### src/rtl/ceespu_fetch_pc_pkg.sv
// Shared types and default constants for the ceespu fetch-stage program counter.
package ceespu_pkg;

   localparam int DEFAULT_PC_WIDTH   = 14;
   localparam int DEFAULT_RAS_DEPTH  = 4;
   localparam int DEFAULT_IRQ_VECTOR = 16;

   localparam logic [DEFAULT_PC_WIDTH-1:0] DEFAULT_RESET_VECTOR = '1;

   typedef enum logic [2:0] {
      PCSEL_HOLD,
      PCSEL_INC,
      PCSEL_BRANCH,
      PCSEL_RET,
      PCSEL_IRQ
   } pc_sel_e;

endpackage

### src/rtl/ceespu_fetch_pc_if.sv
// Execute-stage requests into the PC unit and fetch-address/status outputs back out.
interface ceespu_fetch_pc_if
   import ceespu_pkg::*;
#(
   parameter int PC_WIDTH = DEFAULT_PC_WIDTH
);

   logic                I_stall;
   logic                I_branch;
   logic                I_call;
   logic                I_ret;
   logic [PC_WIDTH-1:0] I_branchAddress;
   logic                I_irq;

   logic [PC_WIDTH-1:0] O_PC;
   logic                O_irq_ack;
   logic                O_ras_empty;
   logic                O_ras_overflow;
   logic                O_ras_underflow;

   modport master (
      output I_stall, I_branch, I_call, I_ret, I_branchAddress, I_irq,
      input  O_PC, O_irq_ack, O_ras_empty, O_ras_overflow, O_ras_underflow
   );

   modport slave (
      input  I_stall, I_branch, I_call, I_ret, I_branchAddress, I_irq,
      output O_PC, O_irq_ack, O_ras_empty, O_ras_overflow, O_ras_underflow
   );

endinterface

### src/rtl/ceespu_fetch_pc_ras.sv
// Circular return-address stack: a full push overwrites the oldest entry, pop returns the newest.
module ceespu_ras
   import ceespu_pkg::*;
#(
   parameter int WIDTH = DEFAULT_PC_WIDTH,
   parameter int DEPTH = DEFAULT_RAS_DEPTH
) (
   input  logic             clk,
   input  logic             rst_n,
   input  logic             push,
   input  logic             pop,
   input  logic [WIDTH-1:0] push_data,
   output logic [WIDTH-1:0] top,
   output logic             empty,
   output logic             overflow,
   output logic             underflow
);

   localparam int PTR_W = $clog2(DEPTH);
   localparam int CNT_W = PTR_W + 1;

   localparam logic [PTR_W-1:0] PTR_ONE  = 1;
   localparam logic [CNT_W-1:0] CNT_ONE  = 1;
   localparam logic [CNT_W-1:0] CNT_FULL = CNT_W'(DEPTH);

   logic [WIDTH-1:0] mem_q [DEPTH];
   logic [WIDTH-1:0] mem_d [DEPTH];
   logic [PTR_W-1:0] wptr_q, wptr_d;
   logic [PTR_W-1:0] rd_ptr;
   logic [CNT_W-1:0] count_q, count_d;
   logic             empty_q, empty_d;
   logic             over_q, over_d;
   logic             under_q, under_d;
   logic             full;

   // The newest entry sits just below the write pointer; the pointer wraps because DEPTH is a power of two.
   assign rd_ptr = wptr_q - PTR_ONE;
   assign full   = (count_q == CNT_FULL);

   always_comb begin
      mem_d   = mem_q;
      wptr_d  = wptr_q;
      count_d = count_q;
      over_d  = over_q;
      under_d = under_q;
      if (push) begin
         mem_d[wptr_q] = push_data;
         wptr_d        = wptr_q + PTR_ONE;
         if (full) begin
            over_d = 1'b1;
         end else begin
            count_d = count_q + CNT_ONE;
         end
      end else if (pop) begin
         if (count_q == '0) begin
            under_d = 1'b1;
         end else begin
            wptr_d  = rd_ptr;
            count_d = count_q - CNT_ONE;
         end
      end
      empty_d = (count_d == '0);
   end

   always_ff @(posedge clk or negedge rst_n) begin
      if (!rst_n) begin
         mem_q   <= '{default: '0};
         wptr_q  <= '0;
         count_q <= '0;
         empty_q <= 1'b1;
         over_q  <= 1'b0;
         under_q <= 1'b0;
      end else begin
         mem_q   <= mem_d;
         wptr_q  <= wptr_d;
         count_q <= count_d;
         empty_q <= empty_d;
         over_q  <= over_d;
         under_q <= under_d;
      end
   end

   assign top       = mem_q[rd_ptr];
   assign empty     = empty_q;
   assign overflow  = over_q;
   assign underflow = under_q;

endmodule

### src/rtl/ceespu_fetch_pc.sv
// Fetch program counter with branch/call/return, a return-address stack and an interrupt vector.
module ceespu_fetch_pc
   import ceespu_pkg::*;
#(
   parameter int                  PC_WIDTH     = DEFAULT_PC_WIDTH,
   parameter logic [PC_WIDTH-1:0] RESET_VECTOR = '1,
   parameter logic [PC_WIDTH-1:0] IRQ_VECTOR   = PC_WIDTH'(DEFAULT_IRQ_VECTOR),
   parameter int                  RAS_DEPTH    = DEFAULT_RAS_DEPTH
) (
   input  logic               I_clk,
   input  logic               I_rst_n,
   ceespu_fetch_pc_if.slave   bus
);

   localparam logic [PC_WIDTH-1:0] PC_ONE = 1;

   logic [PC_WIDTH-1:0] pc_q, pc_d;
   logic [PC_WIDTH-1:0] pc_inc;
   logic                pend_q, pend_d;
   logic                ack_q, ack_d;
   logic                irq_take;
   pc_sel_e             pc_sel;

   logic                ras_push;
   logic                ras_pop;
   logic [PC_WIDTH-1:0] ras_top;
   logic                ras_empty;
   logic                ras_overflow;
   logic                ras_underflow;

   assign pc_inc = pc_q + PC_ONE;

   // One action per edge: branch, then return, then interrupt, then increment, else hold.
   always_comb begin
      pc_sel   = PCSEL_HOLD;
      ras_push = 1'b0;
      ras_pop  = 1'b0;
      irq_take = 1'b0;
      if (bus.I_branch) begin
         pc_sel   = PCSEL_BRANCH;
         ras_push = bus.I_call;
      end else if (bus.I_ret) begin
         ras_pop = 1'b1;
         pc_sel  = ras_empty ? PCSEL_INC : PCSEL_RET;
      end else if (pend_q && !bus.I_stall) begin
         pc_sel   = PCSEL_IRQ;
         ras_push = 1'b1;
         irq_take = 1'b1;
      end else if (!bus.I_stall) begin
         pc_sel = PCSEL_INC;
      end
   end

   always_comb begin
      pc_d = pc_q;
      case (pc_sel)
         PCSEL_INC:    pc_d = pc_inc;
         PCSEL_BRANCH: pc_d = bus.I_branchAddress;
         PCSEL_RET:    pc_d = ras_top;
         PCSEL_IRQ:    pc_d = IRQ_VECTOR;
         default:      pc_d = pc_q;
      endcase
   end

   // Taking the interrupt clears pending even if the request line is still high on that edge.
   always_comb begin
      pend_d = irq_take ? 1'b0 : (pend_q | bus.I_irq);
      ack_d  = irq_take;
   end

   always_ff @(posedge I_clk or negedge I_rst_n) begin
      if (!I_rst_n) begin
         pc_q   <= RESET_VECTOR;
         pend_q <= 1'b0;
         ack_q  <= 1'b0;
      end else begin
         pc_q   <= pc_d;
         pend_q <= pend_d;
         ack_q  <= ack_d;
      end
   end

   ceespu_ras #(
      .WIDTH (PC_WIDTH),
      .DEPTH (RAS_DEPTH)
   ) u_ras (
      .clk       (I_clk),
      .rst_n     (I_rst_n),
      .push      (ras_push),
      .pop       (ras_pop),
      .push_data (pc_inc),
      .top       (ras_top),
      .empty     (ras_empty),
      .overflow  (ras_overflow),
      .underflow (ras_underflow)
   );

   assign bus.O_PC            = pc_q;
   assign bus.O_irq_ack       = ack_q;
   assign bus.O_ras_empty     = ras_empty;
   assign bus.O_ras_overflow  = ras_overflow;
   assign bus.O_ras_underflow = ras_underflow;

endmodule

### src/flat_wrapper.sv
// flat-port wrapper written by rule: the top's interface ports become plain ports
module ceespu_fetch_pc_flat import ceespu_pkg::*;
#(
   parameter int                  PC_WIDTH     = DEFAULT_PC_WIDTH,
   parameter logic [PC_WIDTH-1:0] RESET_VECTOR = '1,
   parameter logic [PC_WIDTH-1:0] IRQ_VECTOR   = PC_WIDTH'(DEFAULT_IRQ_VECTOR),
   parameter int                  RAS_DEPTH    = DEFAULT_RAS_DEPTH
)
  (I_clk, I_rst_n, bus_I_stall, bus_I_branch, bus_I_call, bus_I_ret, bus_I_branchAddress, bus_I_irq, bus_O_PC, bus_O_irq_ack, bus_O_ras_empty, bus_O_ras_overflow, bus_O_ras_underflow);
  ceespu_fetch_pc_if #(.PC_WIDTH(PC_WIDTH)) bus_i ();
  input  logic I_clk;
  input  logic I_rst_n;
  input wire logic [$bits(bus_i.I_stall)-1:0] bus_I_stall;
  input wire logic [$bits(bus_i.I_branch)-1:0] bus_I_branch;
  input wire logic [$bits(bus_i.I_call)-1:0] bus_I_call;
  input wire logic [$bits(bus_i.I_ret)-1:0] bus_I_ret;
  input wire logic [$bits(bus_i.I_branchAddress)-1:0] bus_I_branchAddress;
  input wire logic [$bits(bus_i.I_irq)-1:0] bus_I_irq;
  output wire logic [$bits(bus_i.O_PC)-1:0] bus_O_PC;
  output wire logic [$bits(bus_i.O_irq_ack)-1:0] bus_O_irq_ack;
  output wire logic [$bits(bus_i.O_ras_empty)-1:0] bus_O_ras_empty;
  output wire logic [$bits(bus_i.O_ras_overflow)-1:0] bus_O_ras_overflow;
  output wire logic [$bits(bus_i.O_ras_underflow)-1:0] bus_O_ras_underflow;
  assign bus_i.I_stall = bus_I_stall;
  assign bus_i.I_branch = bus_I_branch;
  assign bus_i.I_call = bus_I_call;
  assign bus_i.I_ret = bus_I_ret;
  assign bus_i.I_branchAddress = bus_I_branchAddress;
  assign bus_i.I_irq = bus_I_irq;
  assign bus_O_PC = bus_i.O_PC;
  assign bus_O_irq_ack = bus_i.O_irq_ack;
  assign bus_O_ras_empty = bus_i.O_ras_empty;
  assign bus_O_ras_overflow = bus_i.O_ras_overflow;
  assign bus_O_ras_underflow = bus_i.O_ras_underflow;
  ceespu_fetch_pc #(.PC_WIDTH(PC_WIDTH), .RESET_VECTOR(RESET_VECTOR), .IRQ_VECTOR(IRQ_VECTOR), .RAS_DEPTH(RAS_DEPTH)) u_core (.I_clk(I_clk), .I_rst_n(I_rst_n), .bus(bus_i));
endmodule
### config.mk
export PLATFORM = sky130hd
export DESIGN_NAME = ceespu_fetch_pc_flat
export DESIGN_NICKNAME = d
export VERILOG_FILES = /design/src/rtl/ceespu_fetch_pc_pkg.sv /design/src/rtl/ceespu_fetch_pc_if.sv /design/src/rtl/ceespu_fetch_pc_ras.sv /design/src/rtl/ceespu_fetch_pc.sv /design/src/flat_wrapper.sv
export SDC_FILE = /design/constraint.sdc
export NUM_CORES = 1
export LEC_CHECK = 0
export ABC_AREA = 0
export ABC_CLOCK_PERIOD_IN_PS = 2200
export CORE_MARGIN = 2
export CORE_UTILIZATION = 30
export CTS_CLUSTER_DIAMETER = 30
export DETAILED_ROUTE_END_ITERATION = 12
export PLACE_DENSITY = 0.46
export SETUP_SLACK_MARGIN = 0.5
export SLEW_MARGIN = 30
export SYNTH_ARGS = -nofsm -noshare
export SYNTH_HDL_FRONTEND = slang
export SYNTH_SLANG_ARGS = --single-unit
export TNS_END_PERCENT = 50
### constraint.sdc
create_clock -name I_clk -period 2.2 [get_ports I_clk]
set_input_delay 0.22 -clock I_clk [delete_from_list [all_inputs] [get_ports I_clk]]
set_output_delay 0.22 -clock I_clk [all_outputs]
set_load 0.05 [all_outputs]
==> flow_summary.yaml, run 1 <==
run_status:
  outcome: "complete, no violations"
cts:
  cts_buffer_depth: 2
  numCtsBuffers: 9
  clk_latency_ns: 0.33
  clkTransAtPathRegs_ns: 0.06
  clock-root-buffer: "clkbuf_16"
  cts.sink_count: 80
  cts_tree: "done"
  htree_num_levels: 3
yosys:
  synth_top_flop_cell: "dfrtp_1"
  synth_cell_types: 49
  ys_top_cells_by_area: "dfrtp_1 41%, dfstp_2 9.8%, mux4_1 6.5%, nand2_1 6.0%, o21ai_1 5.0%"
  yosys_warnings: 0
  synth_edf_count: 0
  netlist.area_leader.share_pct: 40.5
  synth_area_sq_um: 4010
  synth_seq_cells: 80
  synth_area_leader_cell: "dfrtp_1"
  synth.most_common_cell: "dfrtp_1"
  ys_seq_area_share_pct: 50.3
  async_flop_share_pct: 100
  syn_nets: 390
  synthTopCellsByCount: "65 x dfrtp_1, 64 x nand2_1, 40 x o21ai_1"
  syn_inst: 361
  postSynthAreaPerCell_sq_um: 11.1
sta:
  max_freq_ghz: 0.562
  fin_worst_skew_ns: 0.00269
  tightest_slew_ns: 0.523
  slew_viol_final: 0
  final-setup-viol-count: 0
  min_period_ns: 1.78
  setup_tns_ns: 0
  max-slew-margin-rel_pct: 64.9
  fin_crit_sh_pct: 80.9
  worst_slack_ns: 0.420
  rsz0062_at_grt: "true"
  finalHoldViolations: 0
placed_design:
  pre_cts_slack_ns: 0.0892
  dp_hpwl_mm: 6.87
  dp_cells: 571
  dpl_cell_area_sq_um: 4710
  gp_congestion: 0.773
  io_buffers: 38
die:
  placement_rows: 42
  dieWidth_microns: 120
  die_y_microns: 120
  io_pins: 39
  start_util_pct: 30.6
  fp.coreArea_sq_um: 13100
  die-area_sq_um: 14300
worst_setup_path:
  required_ns: 2.45
  crit_family: "multiplexers"
  cp_num_buf_inv: 1
  worstSetupPathType: "flip-flop to flip-flop"
  cp-end-kind: "flip-flop"
  crit_chain: "buf_6 > mux4_1 > a221oi_1 > a311oi_1"
  max_stage_delay_ns: 0.62
  arrival_ns: 2.03
  crit_path_start_kind: "flip-flop"
  critPathMaxFanout: 6
  cpMaxStageDelayCell: "mux4_1"
grt:
  grt_max_degree: 53
  grt_pass1_wl_mm: 17.2
  first_global_vias: 3106
  overflow: 0
  gr-usage-all-layers_pct: 15.6
  antenna_found_initial: 0
drt:
  wl_mm: 10.5
  vias_per_cell: 4.94
  vias: 3055
  drc: 0
  drt-wirelength-per-cell_microns: 17.0
  ant_nets: 0
  drt_first_pass_iters: 5
  drt_iter0_drc: 213
power:
  pwr_density_cell_nw_per_um2: 1480
  peakVddDrop_v: 0.000461
  p_leak_uw: 0.00238
cells_and_area:
  fin_nets: 466
  drive_above_1_share_pct: 30.8
  diodes: 0
  utilization_pct: 41.9
  syn_to_final_growth_pct: 37.2
  final_cells: 618
  post-route-cell-area_sq_um: 5510
worst_hold_path:
  worstHoldPathType: "primary input to async pin"
job:
  drv_cap: 0
## cell families after synthesis
group | Yosys count | share of synthesized area [%]
muxes | 18 | 9.91
buffers and inverters | 29 | 4.52
AOI/OAI and AO/OA | 105 | 16.3
adders and majority gates | 8 | 2.49
xor gates and xnor gates | 15 | 3.27
DFF | 80 | 50.3
and+or+nand+nor | 106 | 13.1
## path summary, 6_finish.rpt
path	start	end	slack, ns	depth (start not counted)
max in group asynchronous	I_rst_n	u_core.u_ras.mem_q[20]	1.23	3
worst max-delay path	u_core.u_ras.wptr_q[0]	u_core.bus.O_PC[12]	0.42	4
worst min register to register	u_core.u_ras.overflow	u_core.u_ras.overflow	0.47	1
min in group I_clk	bus_I_stall	u_core.bus.O_irq_ack	0.39	3
worst max register to register	u_core.u_ras.wptr_q[0]	u_core.bus.O_PC[12]	0.42	4
worst min-delay path	I_rst_n	u_core.u_ras.overflow	0.36	2
## registers in the layout, indices dropped and copies added (netlist names)
signal                  count
u_core.u_ras.count_q        3
u_core.pend_q               1
u_core.bus.O_PC            14
u_core.u_ras.empty          1
u_core.u_ras.wptr_q         2
u_core.u_ras.underflow      1
u_core.u_ras.overflow       1
u_core.bus.O_irq_ack        1
u_core.u_ras.mem_q         56
## where the power goes
group / leakage [uW] / internal, uW / switching (uW) / total, uW
logic: 0.00127 / 1930 / 2040 / 3970
clock network: 0.000145 / 914 / 615 / 1530
registers: 0.000967 / 2190 / 487 / 2680
## layout make-up
class | count | area, sq um
clock inverters | 6 | 67.6
inverters | 8 | 37.5
fillers | 1266 | 7630
flip-flops and latches | 80 | 2030
repair buffers | 86 | 890
well taps | 176 | 220
clock buffers | 10 | 239
multi-input cells | 252 | 2030
## cell usage in the layout, fill, tap and decap left out, types with 3 or more instances in the layout
cell type	n
clkbuf_16	10
mux2_1	4
a211oi_1	3
clkdlybuf4s50_1	20
xor2_1	3
dlygate4sd2_1	11
nand2_4	4
o21ai_1	36
a21oi_1	12
xnor2_1	5
ha_1	6
a221oi_2	4
inv_1	7
buf_6	8
dfrtp_1	64
o21ai_0	14
mux4_1	3
xor2_2	4
nand2_1	64
clkdlybuf4s15_1	3
nand2b_1	3
buf_12	7
mux4_2	11
a221o_1	8
buf_4	30
nor2_1	10
o21ai_2	9
dfstp_2	14
nand4_1	3
## metrics by stage
stage	power, uW	hold slack, ns
final	8170	0.358
after global routing	8730	0.387
after CTS	7820	0.383
after detailed placement	5880	0.197
after global placement	5810	0.199
after floorplan	4960	-0.0756
## per-layer routing
metal | global-route usage (%) | wire, microns
met4 | 4.04 | 125
met2 | 24.3 | 4760
met3 | 3.04 | 414
met5 | 0 | 0
met1 | 22.4 | 5190
## what timing repair did
action                                  CTS  global route
pin swaps                                10            17
resized for setup                        39            35
hold buffers                              1             0
setup buffers                            20             8
endpoints found under the setup margin   73            89
gates cloned                              1             1
hold endpoints to repair                 13             0
(Power assumes the default switching activity.)
==> run 2: changes to the inputs <==
ABC_CLOCK_PERIOD_IN_PS = 1500   (was 2200)
clock period = 1.5 ns   (was 2.2 ns; I/O delays follow)
==> run 2 against run 1 <==
Against the previous run: the run now ends with setup timing left; worst hold slack better by 0.043 ns; global-route usage increased by 0.82 points; critical path type unchanged; wire length up 6.9%; flip-flop and latch count stayed put; clock skew up 0.0034 ns; via count up 6.0%; final cell count grew 7.8%; highest routed layer unchanged; clock power grew 47%; non-clock buffer count increased by 48; first-iteration DRC count shrank 3.3%; cell area up 18%.
==> flow_summary.yaml, run 2 (same netlist as run 1, synthesis figures left out) <==
run_status:
  outcome: "finished with violations"
  violations: "setup timing"
cells_and_area:
  final_cells: 666
  largest_reg_flops: 56
  syn_to_final_growth_pct: 62.2
  diodes: 0
  largest_register: "u_core.u_ras.mem_q"
  drive_above_1_share_pct: 52.0
  multi_input_comb_area_sq_um: 2370
  fillerInstances: 1159
  fin_nets: 514
  utilization_pct: 49.5
  layout_common_cells: "64 x dfrtp_1, 55 x nand2_1, 54 x buf_4"
  final_common_cell: "dfrtp_1"
  seqCellArea_sq_um: 2040
grt:
  first_global_vias: 3304
  gr-usage-all-layers_pct: 16.4
  grt_max_degree: 81
  overflow: 0
  grt_pass1_wl_mm: 18.3
  antenna_found_initial: 0
die:
  placement_rows: 42
  die_y_microns: 120
  fp.coreArea_sq_um: 13100
  die-area_sq_um: 14300
  dieWidth_microns: 120
  start_util_pct: 30.6
  io_pins: 39
worst_setup_path:
  arrival_ns: 2.03
  critPathMaxFanout: 8
  cp-startpoint: "u_core.u_ras.wptr_q[0]"
  cp-end-kind: "flip-flop"
  r2r_cells: 6
  r2r_slack_ns: -0.27
  worstSetupPathType: "flip-flop to flip-flop"
  crit_chain: "inv_8 > ha_4 > buf_12 > mux4_2 > a221o_1 > a22o_1"
  cpMaxStageDelayCell: "dfrtp_2"
  crit_family: "compound AO/OA/AOI/OAI gates"
  rr_endpoint: "u_core.bus.O_PC[3]"
  reg2reg_from: "u_core.u_ras.wptr_q[0]"
  crit_path_start_kind: "flip-flop"
  required_ns: 1.76
  max_stage_delay_ns: 0.44
  cp_num_buf_inv: 2
job:
  drv_cap: 0
worst_hold_path:
  worstHoldPathType: "primary input to async pin"
drt:
  drc: 0
  drt-wirelength-per-cell_microns: 16.8
  drt_iter0_drc: 206
  drt_first_pass_iters: 4
  ant_nets: 0
  vias: 3237
  vias_per_cell: 4.86
  wl_mm: 11.2
power:
  pwr_density_cell_nw_per_um2: 2130
  p_total_uw: 13800
  p_leak_uw: 0.00276
  peakVddDrop_v: 0.000758
sta:
  tightest_slew_ns: 0.450
  setup_tns_ns: -9.98
  final-setup-viol-count: 60
  rsz0062_at_grt: "true"
  whs_ns: 0.401
  slew_viol_final: 0
  finalHoldViolations: 0
  fin_worst_skew_ns: 0.00605
  max_freq_ghz: 0.566
  min_period_ns: 1.77
  max-slew-margin-rel_pct: 70.0
  fin_crit_sh_pct: 118
  worst_slack_ns: -0.267
placed_design:
  gp_congestion: 0.740
  dp_cells: 619
  io_buffers: 38
  dp_hpwl_mm: 7.44
cts:
  cts_buffer_depth: 2
  numCtsBuffers: 9
  clk_latency_ns: 0.33
  cts_tree: "done"
  htree_num_levels: 3
  clkTransAtPathRegs_ns: 0.06
  clock-root-buffer: "clkbuf_16"
  cts.sink_count: 80
-- run 2: changes by cell type in the layout (fill, tap and decap cells not counted), moves of 6 or more --
cell           delta
buf_12           +19
o21ai_0          -14
o21ai_2          +12
dlygate4sd2_1    -11
nand2_2           +6
buf_6            +22
buf_4            +24
nand2_1           -9
-- run 2: stage by stage --
stage / instance area, sq um / worst slack (ns)
2_1_floorplan: 4200 / -0.364
3_3_place_gp: 5360 / -0.357
5_1_grt: 6510 / -0.343
4_1_cts: 6170 / -0.277
3_5_place_dp: 5360 / -0.395
6_report: 6510 / -0.267
-- run 2: repair_timing --
item	in CTS	in global routing
pin swaps	31	30
hold endpoints to repair	65	0
hold buffers	1	0
resized for setup	85	60
endpoints found under the setup margin	96	98
setup buffers	21	9
-- run 2: per-layer routing --
layer  wire [microns]  vias to the layer above  track usage, %
met4              142                        0            5.07
li1                 -                     1564               -
met2             5370                       42            25.8
met5                0                        -               0
met3              223                       10            2.47
met1             5490                     1621            23.5
-- run 2: how the worst max path moves through the flow --
stage,cells after the start,endpoint
after floorplan,8,u_core.bus.O_PC[3]
after global placement,6,u_core.bus.O_PC[11]
after detailed placement,6,u_core.bus.O_PC[11]
after CTS,6,u_core.bus.O_PC[8]
after global routing,6,u_core.bus.O_PC[8]
final,6,u_core.bus.O_PC[3]
-- run 2: report_power, final --
group	total [uW]	leakage, uW	internal [uW]	switching, uW
combinational	7740	0.00165	4050	3690
sequential	3860	0.000970	3240	623
clock	2250	0.000145	1340	910
-- run 2: worst register-to-register path: stages, from the launching register on --
cell and delay [ns]:
dfrtp_2 0.44, inv_8 0.04, ha_4 0.28, buf_12 0.14, mux4_2 0.31, a221o_1 0.30
a22o_1 0.18
-- run 2: final cells by class --
| class | instances | share of cell area, % |
|---|---|---|
| well taps | 176 | 3.38 |
| repair buffers | 134 | 23.5 |
| clock buffers | 10 | 3.67 |
| clock inverters | 6 | 1.04 |
| inverters | 8 | 0.615 |
| flip-flops and latches | 80 | 31.4 |
| multi-input cells | 252 | 36.4 |
